## src/rtl/io_bus_pkg.sv

```systemverilog
// Shared types and constants for the byte-serial IO bus scheduler.
package io_bus_pkg;

  localparam int unsigned BEATS_DEF     = 4;
  localparam logic [7:0]  TURN_MARK_DEF = 8'hFF;

  typedef enum logic [2:0] {
    IDLE  = 3'd0,
    ADDR  = 3'd1,
    WDATA = 3'd2,
    TURN  = 3'd3,
    RDATA = 3'd4,
    DONE  = 3'd5
  } state_t;

  typedef enum logic {
    GNT_IF = 1'b0,
    GNT_LS = 1'b1
  } grant_t;

  // Byte lanes are LSB first: lane k = word[8k+7:8k].
  function automatic logic [7:0] lane_of(input logic [31:0] word, input logic [1:0] idx);
    return word[{idx, 3'b000} +: 8];
  endfunction

endpackage

```

## src/rtl/io_beat_counter.sv

```systemverilog
// Shared beat counter for all byte phases: synchronous clear and enable,
// terminal count when the count reaches BEATS-1.
module io_beat_counter #(
  parameter int unsigned BEATS = 4,
  parameter int unsigned CW    = $clog2(BEATS) + 1
) (
  input  logic          clk,
  input  logic          rst,
  input  logic          clear,
  input  logic          en,
  output logic [CW-2:0] beat,
  output logic [CW-2:0] beat_next,
  output logic          tc
);

  logic [CW-1:0] count_q, count_d;

  always_comb begin
    count_d = count_q;
    if (clear) begin
      count_d = '0;
    end else if (en) begin
      count_d = count_q + CW'(1);
    end
  end

  always_ff @(posedge clk) begin
    if (!rst) begin
      count_q <= '0;
    end else begin
      count_q <= count_d;
    end
  end

  assign beat      = count_q[CW-2:0];
  assign beat_next = count_d[CW-2:0];
  assign tc        = (count_q == CW'(BEATS - 1));

endmodule

```

## src/rtl/io_bus_scheduler.sv

```systemverilog
// Arbitrates IF and LS word requests onto the byte-serial IO port.
// Define IO_BUS_SCHED_RR_EN for round-robin arbitration; default is fixed LS priority.
module io_bus_scheduler
  import io_bus_pkg::*;
#(
  parameter int unsigned BEATS     = BEATS_DEF,
  parameter logic [7:0]  TURN_MARK = TURN_MARK_DEF
) (
  input  logic        clk,
  input  logic        rst,
  input  logic        if_req,
  input  logic [31:0] if_addr,
  output logic        if_ack,
  output logic [31:0] if_rdata,
  input  logic        ls_req,
  input  logic        ls_we,
  input  logic [31:0] ls_addr,
  input  logic [31:0] ls_wdata,
  output logic        ls_ack,
  output logic [31:0] ls_rdata,
  output logic [7:0]  bus_addr_out,
  output logic [7:0]  bus_data_out,
  input  logic [7:0]  bus_data_in,
  output logic        bus_valid,
  output logic        bus_we
);

  localparam int unsigned CW = $clog2(BEATS) + 1;

`ifdef IO_BUS_SCHED_RR_EN
  localparam bit RR_EN = 1'b1;
`else
  localparam bit RR_EN = 1'b0;
`endif

  state_t        state_q, state_d;
  grant_t        gnt_q, gnt_d, last_gnt_q, last_gnt_d, arb_gnt;
  logic [31:0]   addr_q, addr_d, wdata_q, wdata_d, asm_q, asm_d;
  logic          we_q, we_d;
  logic          cnt_clear, cnt_en, cnt_tc;
  logic [CW-2:0] beat_q, beat_d;
  logic [7:0]    addr_out_d, data_out_d;
  logic          valid_d, we_out_d;

  io_beat_counter #(
    .BEATS(BEATS),
    .CW   (CW)
  ) u_beat (
    .clk      (clk),
    .rst      (rst),
    .clear    (cnt_clear),
    .en       (cnt_en),
    .beat     (beat_q),
    .beat_next(beat_d),
    .tc       (cnt_tc)
  );

  // last_gnt_q only steers the choice when both requesters contend in round-robin mode.
  assign arb_gnt = (RR_EN && if_req && ls_req) ?
                   ((last_gnt_q == GNT_IF) ? GNT_LS : GNT_IF) :
                   (ls_req ? GNT_LS : GNT_IF);

  always_comb begin
    state_d    = state_q;
    gnt_d      = gnt_q;
    last_gnt_d = last_gnt_q;
    addr_d     = addr_q;
    wdata_d    = wdata_q;
    we_d       = we_q;
    asm_d      = asm_q;
    cnt_clear  = 1'b1;
    cnt_en     = 1'b0;
    case (state_q)
      IDLE: begin
        if (if_req || ls_req) begin
          state_d = ADDR;
          gnt_d   = arb_gnt;
          if (arb_gnt == GNT_LS) begin
            addr_d  = ls_addr;
            wdata_d = ls_wdata;
            we_d    = ls_we;
          end else begin
            addr_d = if_addr;
            we_d   = 1'b0;
          end
        end
      end
      ADDR: begin
        if (cnt_tc) begin
          state_d = we_q ? WDATA : TURN;
        end else begin
          cnt_clear = 1'b0;
          cnt_en    = 1'b1;
        end
      end
      WDATA: begin
        if (cnt_tc) begin
          state_d = DONE;
        end else begin
          cnt_clear = 1'b0;
          cnt_en    = 1'b1;
        end
      end
      TURN: state_d = RDATA;
      RDATA: begin
        asm_d[{beat_q, 3'b000} +: 8] = bus_data_in;
        if (cnt_tc) begin
          state_d = DONE;
        end else begin
          cnt_clear = 1'b0;
          cnt_en    = 1'b1;
        end
      end
      DONE: begin
        state_d    = IDLE;
        last_gnt_d = gnt_q;
      end
      default: state_d = IDLE;
    endcase
  end

  // Bus outputs are registered from the next state so they line up with the beat they describe.
  always_comb begin
    addr_out_d = 8'h00;
    data_out_d = 8'h00;
    valid_d    = 1'b0;
    we_out_d   = 1'b0;
    case (state_d)
      ADDR: begin
        addr_out_d = lane_of(addr_d, beat_d);
        valid_d    = 1'b1;
        we_out_d   = we_d;
      end
      WDATA: begin
        data_out_d = lane_of(wdata_d, beat_d);
        valid_d    = 1'b1;
        we_out_d   = 1'b1;
      end
      TURN:    addr_out_d = TURN_MARK;
      default: ;
    endcase
  end

  always_ff @(posedge clk) begin
    if (!rst) begin
      state_q      <= IDLE;
      gnt_q        <= GNT_IF;
      last_gnt_q   <= GNT_IF;
      addr_q       <= '0;
      wdata_q      <= '0;
      we_q         <= 1'b0;
      asm_q        <= '0;
      bus_addr_out <= '0;
      bus_data_out <= '0;
      bus_valid    <= 1'b0;
      bus_we       <= 1'b0;
      if_ack       <= 1'b0;
      ls_ack       <= 1'b0;
      if_rdata     <= '0;
      ls_rdata     <= '0;
    end else begin
      state_q      <= state_d;
      gnt_q        <= gnt_d;
      last_gnt_q   <= last_gnt_d;
      addr_q       <= addr_d;
      wdata_q      <= wdata_d;
      we_q         <= we_d;
      asm_q        <= asm_d;
      bus_addr_out <= addr_out_d;
      bus_data_out <= data_out_d;
      bus_valid    <= valid_d;
      bus_we       <= we_out_d;
      if_ack       <= (state_d == DONE) && (gnt_d == GNT_IF);
      ls_ack       <= (state_d == DONE) && (gnt_d == GNT_LS);
      // asm_d already carries the final byte on the RDATA -> DONE edge.
      if ((state_d == DONE) && !we_q) begin
        if (gnt_q == GNT_LS) begin
          ls_rdata <= asm_d;
        end else begin
          if_rdata <= asm_d;
        end
      end
    end
  end

endmodule
```

## config.mk

```make
export PLATFORM = sky130hd
export DESIGN_NAME = io_bus_scheduler
export DESIGN_NICKNAME = d
export VERILOG_FILES = /design/src/rtl/io_bus_pkg.sv /design/src/rtl/io_beat_counter.sv /design/src/rtl/io_bus_scheduler.sv
export SDC_FILE = /design/constraint.sdc
export NUM_CORES = 1
export LEC_CHECK = 0
export ABC_AREA = 1
export BUFFER_PORTS_ARGS = -buffer_cell sky130_fd_sc_hd__buf_2
export CORE_MARGIN = 5
export CORE_UTILIZATION = 50
export DETAILED_ROUTE_END_ITERATION = 6
export GPL_TIMING_DRIVEN = 0
export PLACE_DENSITY = 0.87
export SLEW_MARGIN = 25
export SYNTH_ARGS = -nofsm -noshare
export SYNTH_HDL_FRONTEND = slang
export SYNTH_SLANG_ARGS = --single-unit
```

## constraint.sdc

```tcl
create_clock -name clk -period 2.8 [get_ports clk]
set_input_delay 0.14 -clock clk [delete_from_list [all_inputs] [get_ports clk]]
set_output_delay 0.14 -clock clk [all_outputs]
set_load 0.02 [all_outputs]
```

==> metrics.md, run 1 <==
| Metric | Value |
|---|---|
| Starting density of the core | 51.2% |
| # fillers | roughly 1400 |
| Maximum VDD drop | just under 0.4 mV |
| Via-per-instance ratio | slightly above 5 |
| CP Data Required Time | ~3200 ps |
| Final RePlAce weighted congestion | 0.874 |
| Cell area after synthesis | roughly 8200 sq um |
| Cells after synthesis | approximately 1100 |
| Outcome | completed |
| M1 wire length | roughly 9400 um |
| Drt initial violations | roughly 570 |
| Placement Rows | 46 |
| First-pass GRT wire length | 36300 um |
| Hold WC Path Type | in -> reg |
| Initial antenna violation count | 1 |
| # port buffers | around 190 |
| Post-synth EDFFs | 0 |
| Worst reg-to-reg path cell count | 12 |
| Setup ws final | ~320 ps |
| Inserted Clock Buffers | 17 |
| Leak pwr | ~4.7 nW |
| Post-synthesis register bit count | 188 |
| Total Neg Setup Slack | 0 ps |
| Num Clock Sinks | approximately 190 |
| CTS Root Cell | clkbuf_16 |
| Final setup vio count | 0 |
| Distinct cells, synth | 34 |
| Vias | ~8000 |
| Net count reported at finish | 1467 |
| Worst slack, placed | roughly 370 ps |
| Htree depth | 4 |
| Async set or reset register ratio after synthesis | 0% |
| Vias in the first global route | about 7600 |
| Clock-pin slew on the worst setup and hold paths | approximately 70 ps |
| PwrDens | roughly 610 nW/um^2 |
| CP Class | reg -> reg |
| WL met3 | approximately 1900 um |
| TritonCTS clock tree | yes |
| Register area | roughly 3800 sq um |
| Highest Clock Rate | ~0.40 GHz |
| CTS max path bufs | 2 |
| Worst EP arrival | 2840 ps |
| Critical-path maximum fanout | 10 |
| Cts repair resizes | 0 |
| Top Metal Used | met4 |
| I/O pins | 193 |
| Pin count of the biggest net entering global routing | 17 |
| CP startpoint kind | flip-flop |
| Area Growth Syn to Fin | 24.2% |
| Register area share after synthesis | approximately 46% |
| DRT Wirelength | ~23000 um |
| Area of the core | 15900 sq um |
| DRC viols | 0 |
| Worst Setup End Kind | flip-flop |
| Final min period | roughly 2500 ps |
| Post-DR wirelength/cell | about 14 um |
| Layout cells sized above 1 | a little under a quarter |
| 1st-pass router iterations | 6 |
| Die area | about 19000 sq um |
| Worst-Margin Slew | about 620 ps |
| Slew Limit Fails | 0 |
| Max_cap viols | 0 |
| Tcrit/Tclk final | around nine tenths |
| Hold Vio Cnt, Final | 0 |
| Clock latency on the worst-skew pair | roughly 430 ps |
| Worst Clk Skew | approximately 10 ps |
| Post-route ant nets | 0 |
| Post-Layout Inst Area | slightly above 10000 sq um |
| Synth Flop Type | dfxtp_1 |
| Area of the multi-input gates | roughly 3600 sq um |
| Yosys warns | 0 |
| Post-Syn Area per Cell | ~7.2 sq um |
| RSZ-0062 raised after global routing | false |
| Final Non-Filler Cells | around 1600 |
| HPWL Detailed | roughly 17000 um |
| Die H | between 100 and 150 um |
| Slew HR | between 50 and 60% |
| Grt ovf | 0 |
| Die W | roughly 140 um |
| GRT Total Usage | 24.1% |
| Syn nets | roughly 1200 |
| Metal2 WL | around 11000 um |
| Min-Delay Path Depth | 3 |
| Post-Place Cell Area | roughly 9400 sq um |
| Post-Place Cells | about 1500 |
[registers in the layout (all words and copies together), names as in the netlist]
| signal | cells |
|---|---|
| state_q | 3 |
| addr_q | 32 |
| u_beat.count_q | 3 |
| bus_addr_out | 8 |
| bus_valid | 1 |
| bus_data_out | 8 |
| bus_we | 1 |
| if_rdata | 32 |
| wdata_q | 32 |
| if_ack | 1 |
| asm_q | 32 |
| we_q | 1 |
| ls_ack | 1 |
| gnt_q | 1 |
| ls_rdata | 32 |
[cell families after synthesis]
group,Yosys count,share of synthesized area (%)
multiplexers,8,0.981
XOR/XNOR,1,0.107
AND/OR/NAND/NOR,463,24.8
buffers and inverters,206,10.1
flip-flops,188,46.1
AO/OA/AOI/OAI,256,16.8
adder cells (fa/ha/maj),7,1.07
[repair_timing]
| item | in CTS | in global routing |
|---|---|---|
| endpoints found under the hold margin | 11 | 0 |
| hold buffers | 11 | 0 |
| setup buffers | 0 | 0 |
[layout make-up]
| cell class | instances | area share [%] |
|---|---|---|
| clock inverters | 13 | 1.86 |
| diodes | 1 | 0.0247 |
| well taps | 216 | 2.67 |
| plain buffers | 62 | 2.79 |
| repair buffers | 203 | 10.6 |
| clock buffers | 19 | 4.37 |
| inverters | 144 | 5.33 |
| multi-input cells | 735 | 35.3 |
| flip-flops and latches | 188 | 37.1 |
[path summary, 6_finish.rpt]
kind / start / endpoint / slack, ps
worst max register to register: u_beat.count_q[0] / if_rdata[19] / 320
worst min register to register: if_rdata[26] / if_rdata[26] / 440
worst max-delay path: u_beat.count_q[0] / if_rdata[19] / 320
worst min-delay path: ls_wdata[11] / wdata_q[11] / 0.7
[cell usage in the layout, fill, tap and decap left out, types with 5 or more instances in the layout]
master / count
a21oi_1: 86
buf_2: 223
clkbuf_1: 25
clkbuf_16: 17
dfxtp_1: 188
dlygate4sd3_1: 11
ha_1: 7
inv_1: 134
inv_2: 9
mux2i_1: 8
nand2_1: 167
nand2_2: 5
nand3_1: 32
nand4_1: 13
nor2_1: 193
o21a_1: 25
o21ai_0: 67
o21ai_1: 69
or2_1: 14
or2_2: 23
[critical path, cell delays in order (launching register included)]
cell and delay [ps]:
dfxtp_1 350, buf_2 230, inv_1 170, ha_1 320, buf_2 220, inv_1 160
nor2_1 270, nand2_1 110, o21ai_0 240, inv_1 110, nor2_1 100, a21oi_1 50
nor2_1 90
[power breakdown]
group	leakage, nW	internal (mW)	total (mW)	switching [mW]
clock network	0.309	1.53	2.57	1.05
registers	1.53	2.77	2.80	0.0303
logic	2.87	0.299	0.800	0.500
[stage by stage]
stage	util (%)	power [mW]	hold slack (ps)
2_1_floorplan	-	3.39	282
3_3_place_gp	58.9	3.61	394
3_5_place_dp	58.9	3.63	413
4_1_cts	63.6	6.19	0.495
5_1_grt	63.6	6.42	22.0
6_report	63.6	6.18	0.651
[cell usage after synthesis (9+ instances only)]
library cell,n,area (sq um)
dfxtp_1,188,3760
o21a_1,25,188
inv_1,134,503
or2_2,23,144
or2_1,14,87.6
o21ai_1,69,345
nand3_1,32,160
clkbuf_1,24,90.1
a21oi_1,86,430
inv_2,9,33.8
nand4_1,13,81.3
nand2_1,167,627
buf_2,31,155
nor2_1,193,724
o21ai_0,67,335
[metal layers]
metal | global-route usage (%) | vias up
li1 | - | 4017
met1 | 30.7 | 3676
met2 | 39.9 | 338
met3 | 4.97 | 57
met4 | 9.99 | 0
met5 | 0 | -
No activity file was read; power rests on OpenSTA's default activity.
==> inputs of run 2 (changes only) <==
--- a/config.mk
+++ b/config.mk
@@ -5,13 +5,12 @@
 export SDC_FILE = /design/constraint.sdc
 export NUM_CORES = 1
 export LEC_CHECK = 0
-export ABC_AREA = 1
 export BUFFER_PORTS_ARGS = -buffer_cell sky130_fd_sc_hd__buf_2
 export CORE_MARGIN = 5
 export CORE_UTILIZATION = 50
 export DETAILED_ROUTE_END_ITERATION = 6
 export GPL_TIMING_DRIVEN = 0
-export PLACE_DENSITY = 0.87
+export PLACE_DENSITY = 0.88
 export SLEW_MARGIN = 25
 export SYNTH_ARGS = -nofsm -noshare
 export SYNTH_HDL_FRONTEND = slang
==> metrics.md, run 2 <==
| Metric | Value |
|---|---|
| Register area share after synthesis | 48.3% (+2.2 points) |
| Syn nets | 991 (-20%) |
| CP Class | reg -> reg |
| Worst Clk Skew | 7.68 ps (-2.14 ps) |
| Final RePlAce weighted congestion | 0.919 (+5.2%) |
| CTS Root Cell | clkbuf_16 |
| Area Growth Syn to Fin | 26.5% |
| Post-synth top cells | dfxtp_1 (188), nand2_1 (134), mux2i_1 (101) |
| Via-per-instance ratio | 5.49 (+7.3%) |
| TritonCTS clock tree | yes |
| Post-synthesis register bit count | 188 (unchanged) |
| Net Sw Power | 1.61 mW (+2.3%) |
| Async set or reset register ratio after synthesis | 0% (unchanged) |
| Cell area after synthesis | 7790 sq um (-4.5%) |
| Cells after synthesis | 875 (-22%) |
| Post-DR wirelength/cell | 16.9 um (+17%) |
| Worst-Margin Slew | 918 ps (+294 ps) |
| Slew HR | 38.6% (-20 points) |
| HPWL Detailed | 16000 um (-6.9%) |
| PwrDens | 594 nW/um^2 (-2.5%) |
| 1st-pass router iterations | 6 (unchanged) |
| Synth area leader | dfxtp_1 |
| Htree depth | 4 (unchanged) |
| Initial antenna violation count | 1 (unchanged) |
| Area share of the largest cell type after synthesis | 48.3% (+2.2 points) |
| Worst EP arrival | 2980 ps (+140 ps) |
| Outcome | completed |
| First-pass GRT wire length | 35200 um (-3.0%) |
| Commonest non-fill, non-tap cell in the layout | buf_2 |
| Switching Share | 27.6% (+2.0 points) |
| Grt ovf | 0 (unchanged) |
| Synth Flop Type | dfxtp_1 |
| DRC viols | 0 (unchanged) |
| Maximum VDD drop | 0.519 mV (+32%) |
| Seq pwr share | 48.1% (+2.7 points) |
| Clock latency on the worst-skew pair | 440 ps (about the same) |
| DRT Wirelength | 22500 um (-1.6%) |
| Overall Power | 5.86 mW (-5.2%) |
| Post-Place Cells | 1277 (-17%) |
| Internal reg-to-reg setup slack | 140 ps (-190 ps) |
| Max_cap viols | 0 (unchanged) |
| Post-route ant nets | 0 (unchanged) |
| Clock power frac | 40.1% (-1.6 points) |
| Placement Rows | 45 (-2.2%) |
| # port buffers | 191 (-0.52%) |
| Count leader, synth | dfxtp_1 |
| Pin count of the biggest net entering global routing | 20 (+3) |
| Synth area leaders | dfxtp_1 (48%), mux2i_1 (13%), nand2_1 (6.5%) |
| Pint | 4.24 mW (-7.7%) |
| Worst Setup End Kind | flip-flop |
| Die W | 135 um (-2.1%) |
| Layout cells sized above 1 | 23.6% (+0.92 points) |
| CTS max path bufs | 2 (unchanged) |
| Critical-path maximum fanout | 10 (unchanged) |
| Inserted Clock Buffers | 17 (unchanged) |
| Commonest non-fill, non-tap cells in the layout | buf_2 (212), dfxtp_1 (188), nand2_1 (134), mux2i_1 (101), nand3_1 (81) |
| Area of the core | 15300 sq um (-4.3%) |
| CP startpoint kind | flip-flop |
| Utilization after layout | 64.6% (+1.0 points) |
| Final setup vio count | 0 (unchanged) |
| RSZ-0062 raised after global routing | true |
| Drt initial violations | 645 (+13%) |
| Net count reported at finish | 1227 (-16%) |
| Total Neg Setup Slack | 0 ps (unchanged) |
| Vias in the first global route | 7048 (-6.9%) |
| Vias | 7328 (-9.4%) |
| Yosys warns | 0 (unchanged) |
| Final Non-Filler Cells | 1335 (-16%) |
| # fillers | 1221 (-12%) |
| Final min period | 2660 ps (+186 ps) |
| Clock-pin slew on the worst setup and hold paths | 70 ps (about the same) |
| Tcrit/Tclk final | 95.2% (+6.7 points) |
| Hold Vio Cnt, Final | 0 (unchanged) |
| Num Clock Sinks | 188 (unchanged) |
| CP Data Required Time | 3120 ps (-40 ps) |
| Ant diodes | 0 (-1) |
| Starting density of the core | 51.1% (-0.11 points) |
| Postcts setup bufs | 0 (unchanged) |
| I/O pins | 193 (unchanged) |
| Combinational Power Share | 11.8% (-1.1 points) |
| Post-synth EDFFs | 0 (unchanged) |
| Die area | 18200 sq um (-4.2%) |
| Highest Clock Rate | 0.375 GHz (-7.0%) |
| Distinct cells, synth | 53 (+56%) |
| GRT Total Usage | 24.3% (+0.21 points) |
| Slew Limit Fails | 0 (unchanged) |
| Leak pwr | 4.72 nW (about the same) |
| Post-Syn Area per Cell | 8.91 sq um (+23%) |
| Hold WC Path Type | in -> reg |
| Die H | 135 um (-2.1%) |
run 2: power by group through the flow:
stage	Clock (mW)	Combinational (mW)	Sequential [mW]
floorplan	0	0.400	2.88
global placement	0	0.618	2.87
detailed placement	0	0.635	2.88
CTS	2.36	0.672	2.82
global route	2.49	0.746	2.83
finish	2.35	0.689	2.82
run 2: timing repair:
action	CTS	global route
gates resized for setup	0	4
setup endpoints to repair	0	10
hold buffers	26	0
hold endpoints to repair	26	0
run 2: kinds of logic (layout without fill, tap and decap cells):
group / Yosys count / after routing / synth area share (%)
flip-flops: 188 / 188 / 48.3
AO/OA/AOI/OAI: 148 / 148 / 11.9
multiplexers: 103 / 103 / 13.3
XOR/XNOR: 4 / 4 / 0.450
AND/OR/NAND/NOR: 323 / 323 / 18.9
buffers and inverters: 101 / 350 / 5.89
adder cells (fa/ha/maj): 8 / 8 / 1.25
run 2: stage by stage:
| step | area, sq um | setup WS [ps] | hold slack [ps] |
|---|---|---|---|
| 2_1_floorplan | 7790 | 583 | 307 |
| 6_report | 9860 | 136 | 14.5 |
| 3_3_place_gp | 9010 | 105 | 396 |
| 5_1_grt | 9860 | -1.82 | 7.60 |
| 3_5_place_dp | 9010 | 125 | 405 |
| 4_1_cts | 9850 | 29.0 | 2.55 |
run 2: worst paths after layout:
| path | depth (start not counted) | start | to |
|---|---|---|---|
| max | 9 | u_beat.count_q[0] | bus_data_out[4] |
| min | 3 | ls_wdata[6] | wdata_q[6] |
| max reg2reg | 9 | u_beat.count_q[0] | bus_data_out[4] |
| min reg2reg | 2 | ls_rdata[11] | ls_rdata[11] |
run 2: critical path, cell delays in order (launching register included):
cell	delay [ps]
dfxtp_1	350
buf_2	220
inv_1	110
ha_1	380
mux2i_1	160
nor4_4	490
clkbuf_1	450
nand2_1	120
nand3_1	160
a21oi_1	90
run 2: cell type report:
type,count,area (sq um),area share (%)
buffer,64,320,3.25
clock buffer,17,425,4.32
clock inverter,15,150,1.52
inverter,37,139,1.41
multi-input combinational,586,3580,36.3
sequential,188,3760,38.2
tap,211,264,2.68
timing repair buffer,217,1220,12.3
run 2: layer usage:
metal | routed length (um) | track usage [%]
met1 | 8790 | 29.1
met2 | 11200 | 42.6
met3 | 1960 | 6.45
met4 | 568 | 7.98
met5 | 12 | 0
==> inputs of run 3 (changes only) <==
--- a/config.mk
+++ b/config.mk
@@ -10,8 +10,9 @@
 export CORE_UTILIZATION = 50
 export DETAILED_ROUTE_END_ITERATION = 6
 export GPL_TIMING_DRIVEN = 0
-export PLACE_DENSITY = 0.88
+export PLACE_DENSITY = 0.87
 export SLEW_MARGIN = 25
 export SYNTH_ARGS = -nofsm -noshare
 export SYNTH_HDL_FRONTEND = slang
+export SYNTH_HIERARCHICAL = 1
 export SYNTH_SLANG_ARGS = --single-unit
==> constraint.sdc (replaced) <==
create_clock -name clk -period 2.8 [get_ports clk]
set_input_delay 0.28 -clock clk [delete_from_list [all_inputs] [get_ports clk]]
set_output_delay 0.28 -clock clk [all_outputs]
set_load 0.02 [all_outputs]
==> metrics.md, run 3 <==
| Metric | Value |
|---|---|
| CP Data Required Time | 3110 ps (about the same) |
| Post-synthesis register bit count | 188 (unchanged) |
| Slowest CP cell | mux4_2 |
| Clock-pin slew on the worst setup and hold paths | 70 ps (about the same) |
| Internal reg-to-reg setup slack | 70 ps (-60 ps) |
| Overall Power | 5.96 mW (+1.7%) |
| Vias in the first global route | 6818 (-3.3%) |
| Synth area leader | dfxtp_1 |
| Commonest non-fill, non-tap cell in the layout | buf_2 |
| Maximum VDD drop | 0.468 mV (-9.9%) |
| Synth Flop Type | dfxtp_1 |
| Reg2Reg Launch Point | state_q[2] |
| CTS Root Cell | clkbuf_16 |
| Final setup vio count | 0 (unchanged) |
| Clock latency on the worst-skew pair | 430 ps (about the same) |
| RSZ-0062 raised after global routing | true |
| Adder-Cell Fraction of Synth Area | 1.09% (-0.16 points) |
| Area of the core | 15800 sq um (+3.7%) |
| Cells after synthesis | 806 (-7.9%) |
| Tcrit/Tclk final | 97.3% (+2.2 points) |
| Worst Setup End Kind | flip-flop |
| Die area | 18700 sq um (+2.6%) |
| Worst EP arrival | 3040 ps (+60 ps) |
| Hold_ws | 112 ps (+97.8 ps) |
| Count leader, synth | dfxtp_1 |
| Initial antenna violation count | 0 (-1) |
| Hold endpoint | wdata_q[6] |
| TritonCTS clock tree | yes |
| Register area share after synthesis | 47.0% (-1.3 points) |
| Pin count of the biggest net entering global routing | 17 (-15%) |
| Post-synthesis mux area share | 13.3% (+0.071 points) |
| Grt ovf | 0 (unchanged) |
| Post-Place Cell Area | 9260 sq um (+2.7%) |
| CP Cell Sequence | buf_6 -> or2_2 -> a211o_1 -> inv_2 -> xnor2_1 -> nor2_2 -> buf_6 -> mux4_2 -> a2111o_1 |
| Post-synth EDFFs | 0 (unchanged) |
| Post-synth top cells | dfxtp_1 (188), nor2_1 (171), a211oi_1 (73), mux2i_1 (73), nor3_1 (36) |
| WL met3 | 1500 um (-24%) |
| Synth Area in Simple Gates | 18.9% (-0.039 points) |
| Yosys warns | 6 (+6) |
| I/O pins | 193 (unchanged) |
| First-pass GRT wire length | 34400 um (-2.2%) |
| 1st-pass router iterations | 7 (+1) |
| DRT Wirelength | 22500 um (-0.38%) |
| Critical-path maximum fanout | 16 (+6) |
| CP top delay family | compound AO/OA/AOI/OAI gates |
| Max_cap viols | 0 (unchanged) |
| Drt initial violations | 496 (-23%) |
| Commonest non-fill, non-tap cells in the layout | buf_2 (207), dfxtp_1 (187), nor2_1 (168), mux2i_1 (73), a211oi_1 (73) |
| M1 wire length | 9540 um (+8.5%) |
| Hold Vio Cnt, Final | 0 (unchanged) |
| CP bufs+invs | 3 (unchanged) |
| PwrDens | 600 nW/um^2 (+0.92%) |
| Worst reg-to-reg path cell count | 9 (unchanged) |
| Total Neg Setup Slack | 0 ps (unchanged) |
| Area Growth Syn to Fin | 24.0% |
| Slew Limit Fails | 0 (unchanged) |
| Post-synthesis compound-gate area fraction | 14.6% (+2.7 points) |
| Synth area leaders | dfxtp_1 (47%), mux2i_1 (9.1%), nor2_1 (8.0%) |
| Via-per-instance ratio | 5.57 (+1.5%) |
| Post-Layout Inst Area | 9940 sq um (+0.82%) |
| Cell area after synthesis | 8020 sq um (+2.8%) |
| Net count reported at finish | 1141 (-7.0%) |
| Post-DR wirelength/cell | 17.9 um (+6.1%) |
| Async set or reset register ratio after synthesis | 0% (unchanged) |
| Worst Clk Skew | 7.66 ps (-0.0228 ps) |
| Hold WC Path Type | in -> reg |
| Worst Hold Launch | ls_wdata[6] |
| Syn nets | 922 (-7.0%) |
| Layout cells sized above 1 | 30.2% (+6.6 points) |
| CTS max path bufs | 2 (unchanged) |
| Outcome | completed |
| HPWL Detailed | 16300 um (+1.8%) |
| Post-route ant nets | 0 (unchanged) |
| Post-Synth XOR/XNOR Area | 0.328% (-0.12 points) |
| Largest family of logic cells by synthesized area | simple AND/OR/NAND/NOR gates |
| Num Clock Sinks | 188 (unchanged) |
| Highest Clock Rate | 0.367 GHz (-2.2%) |
| Reg-to-reg endpoint | bus_addr_out[3] |
| Slew HR | 54.2% (+16 points) |
| Post-Syn Area per Cell | 9.94 sq um (+12%) |
| Final RePlAce weighted congestion | 0.886 (-3.6%) |
| GRT Total Usage | 23.5% (-0.87 points) |
| Top Metal Used | met4 |
| Starting density of the core | 50.6% (-0.44 points) |
| Die H | 137 um (+1.3%) |
| Ant diodes | 0 (unchanged) |
| Die W | 137 um (+1.3%) |
| Vias | 6988 (-4.6%) |
| Worst-Margin Slew | 686 ps (-233 ps) |
| Inserted Clock Buffers | 17 (unchanged) |
| CP startpoint kind | flip-flop |
| Leak pwr | 4.12 nW (-13%) |
| Critical path's most frequent cell | buf_6 |
| Placement Rows | 46 (+2.2%) |
| CP Class | reg -> reg |
| Distinct cells, synth | 55 (+3.8%) |
| Htree depth | 4 (unchanged) |
| Metal2 WL | 10900 um (-2.4%) |
| Min-Delay Path Depth | 3 (unchanged) |
| DRC viols | 0 (unchanged) |
| Final min period | 2730 ps (+60.9 ps) |
| Slowest cell delay on critical path | 520 ps (+30 ps) |
| Area share of the largest cell type after synthesis | 47.0% (-1.3 points) |
| # port buffers | 192 (+0.52%) |
run 3: cell count changes in the layout (fill, tap and decap cells not counted), sizes merged, moves of 29 or more:
| cell | delta |
|---|---|
| nor3 | +29 |
| nand2 | -129 |
| nand3 | -80 |
| nor2 | +103 |
| inv | -37 |
| a211oi | +48 |
| o21ai | -54 |
run 3: layer usage:
metal	GRT usage (%)	vias up
li1	-	3352
met1	29.6	3343
met2	39.7	249
met3	5.15	44
met4	8.17	0
met5	0	-
run 3: report_power, final:
part	total, mW	switching [mW]	internal (mW)	leakage, nW
clock	2.42	1.05	1.37	0.279
sequential	2.81	0.0405	2.77	1.53
combinational	0.720	0.404	0.316	2.31
run 3: cell type report:
| type | count | area (sq um) |
|---|---|---|
| multi-input cells | 538 | 3880 |
| inverters | 9 | 33.8 |
| repair buffers | 202 | 1030 |
| clock buffers | 20 | 457 |
| plain buffers | 69 | 362 |
| fillers | 1287 | 5890 |
| flip-flops and latches | 188 | 3760 |
| well taps | 216 | 270 |
| clock inverters | 12 | 139 |
run 3: kinds of logic (layout without fill, tap and decap cells):
logic type / count (synthesis) / in the layout
and+or+nand+nor: 294 / 294
DFF: 188 / 188
AOI/OAI and AO/OA: 141 / 141
muxes: 93 / 93
buffers and inverters: 80 / 312
adders and majority gates: 7 / 7
xor gates and xnor gates: 3 / 3
run 3: worst register-to-register path: stages, from the launching register on:
cell      delay, ps
dfxtp_1         310
buf_6           150
or2_2           280
a211o_1         330
inv_2           100
xnor2_1         100
nor2_2          230
buf_6           180
mux4_2          530
a2111o_1        400
run 3: how the worst max path moves through the flow:
stage | from | endpoint | depth (start not counted)
finish | state_q[2] | bus_addr_out[3] | 9
global route | state_q[0] | bus_addr_out[3] | 9
CTS | u_beat/count_q[0] | bus_addr_out[3] | 9
detailed placement | state_q[2] | bus_addr_out[1] | 12
global placement | state_q[2] | bus_addr_out[6] | 12
floorplan | state_q[2] | bus_addr_out[2] | 10
run 3: stage by stage:
stage	std cells	worst slack, ps	util (%)
5_1_grt	1254	-48.7	62.8
3_5_place_dp	1214	-384	58.5
4_1_cts	1253	37.8	62.6
6_report	1254	74.8	62.8
3_3_place_gp	1214	-346	58.5
2_1_floorplan	806	29.9	-
run 3: what timing repair did:
action / 4_1_cts / 5_1_grt
gates resized for setup: 2 / 12
pin swaps: 5 / 5
gates cloned: 1 / 0
setup endpoints to repair: 16 / 18
buffers inserted: 7 / 2
hold buffers: 0 / 0
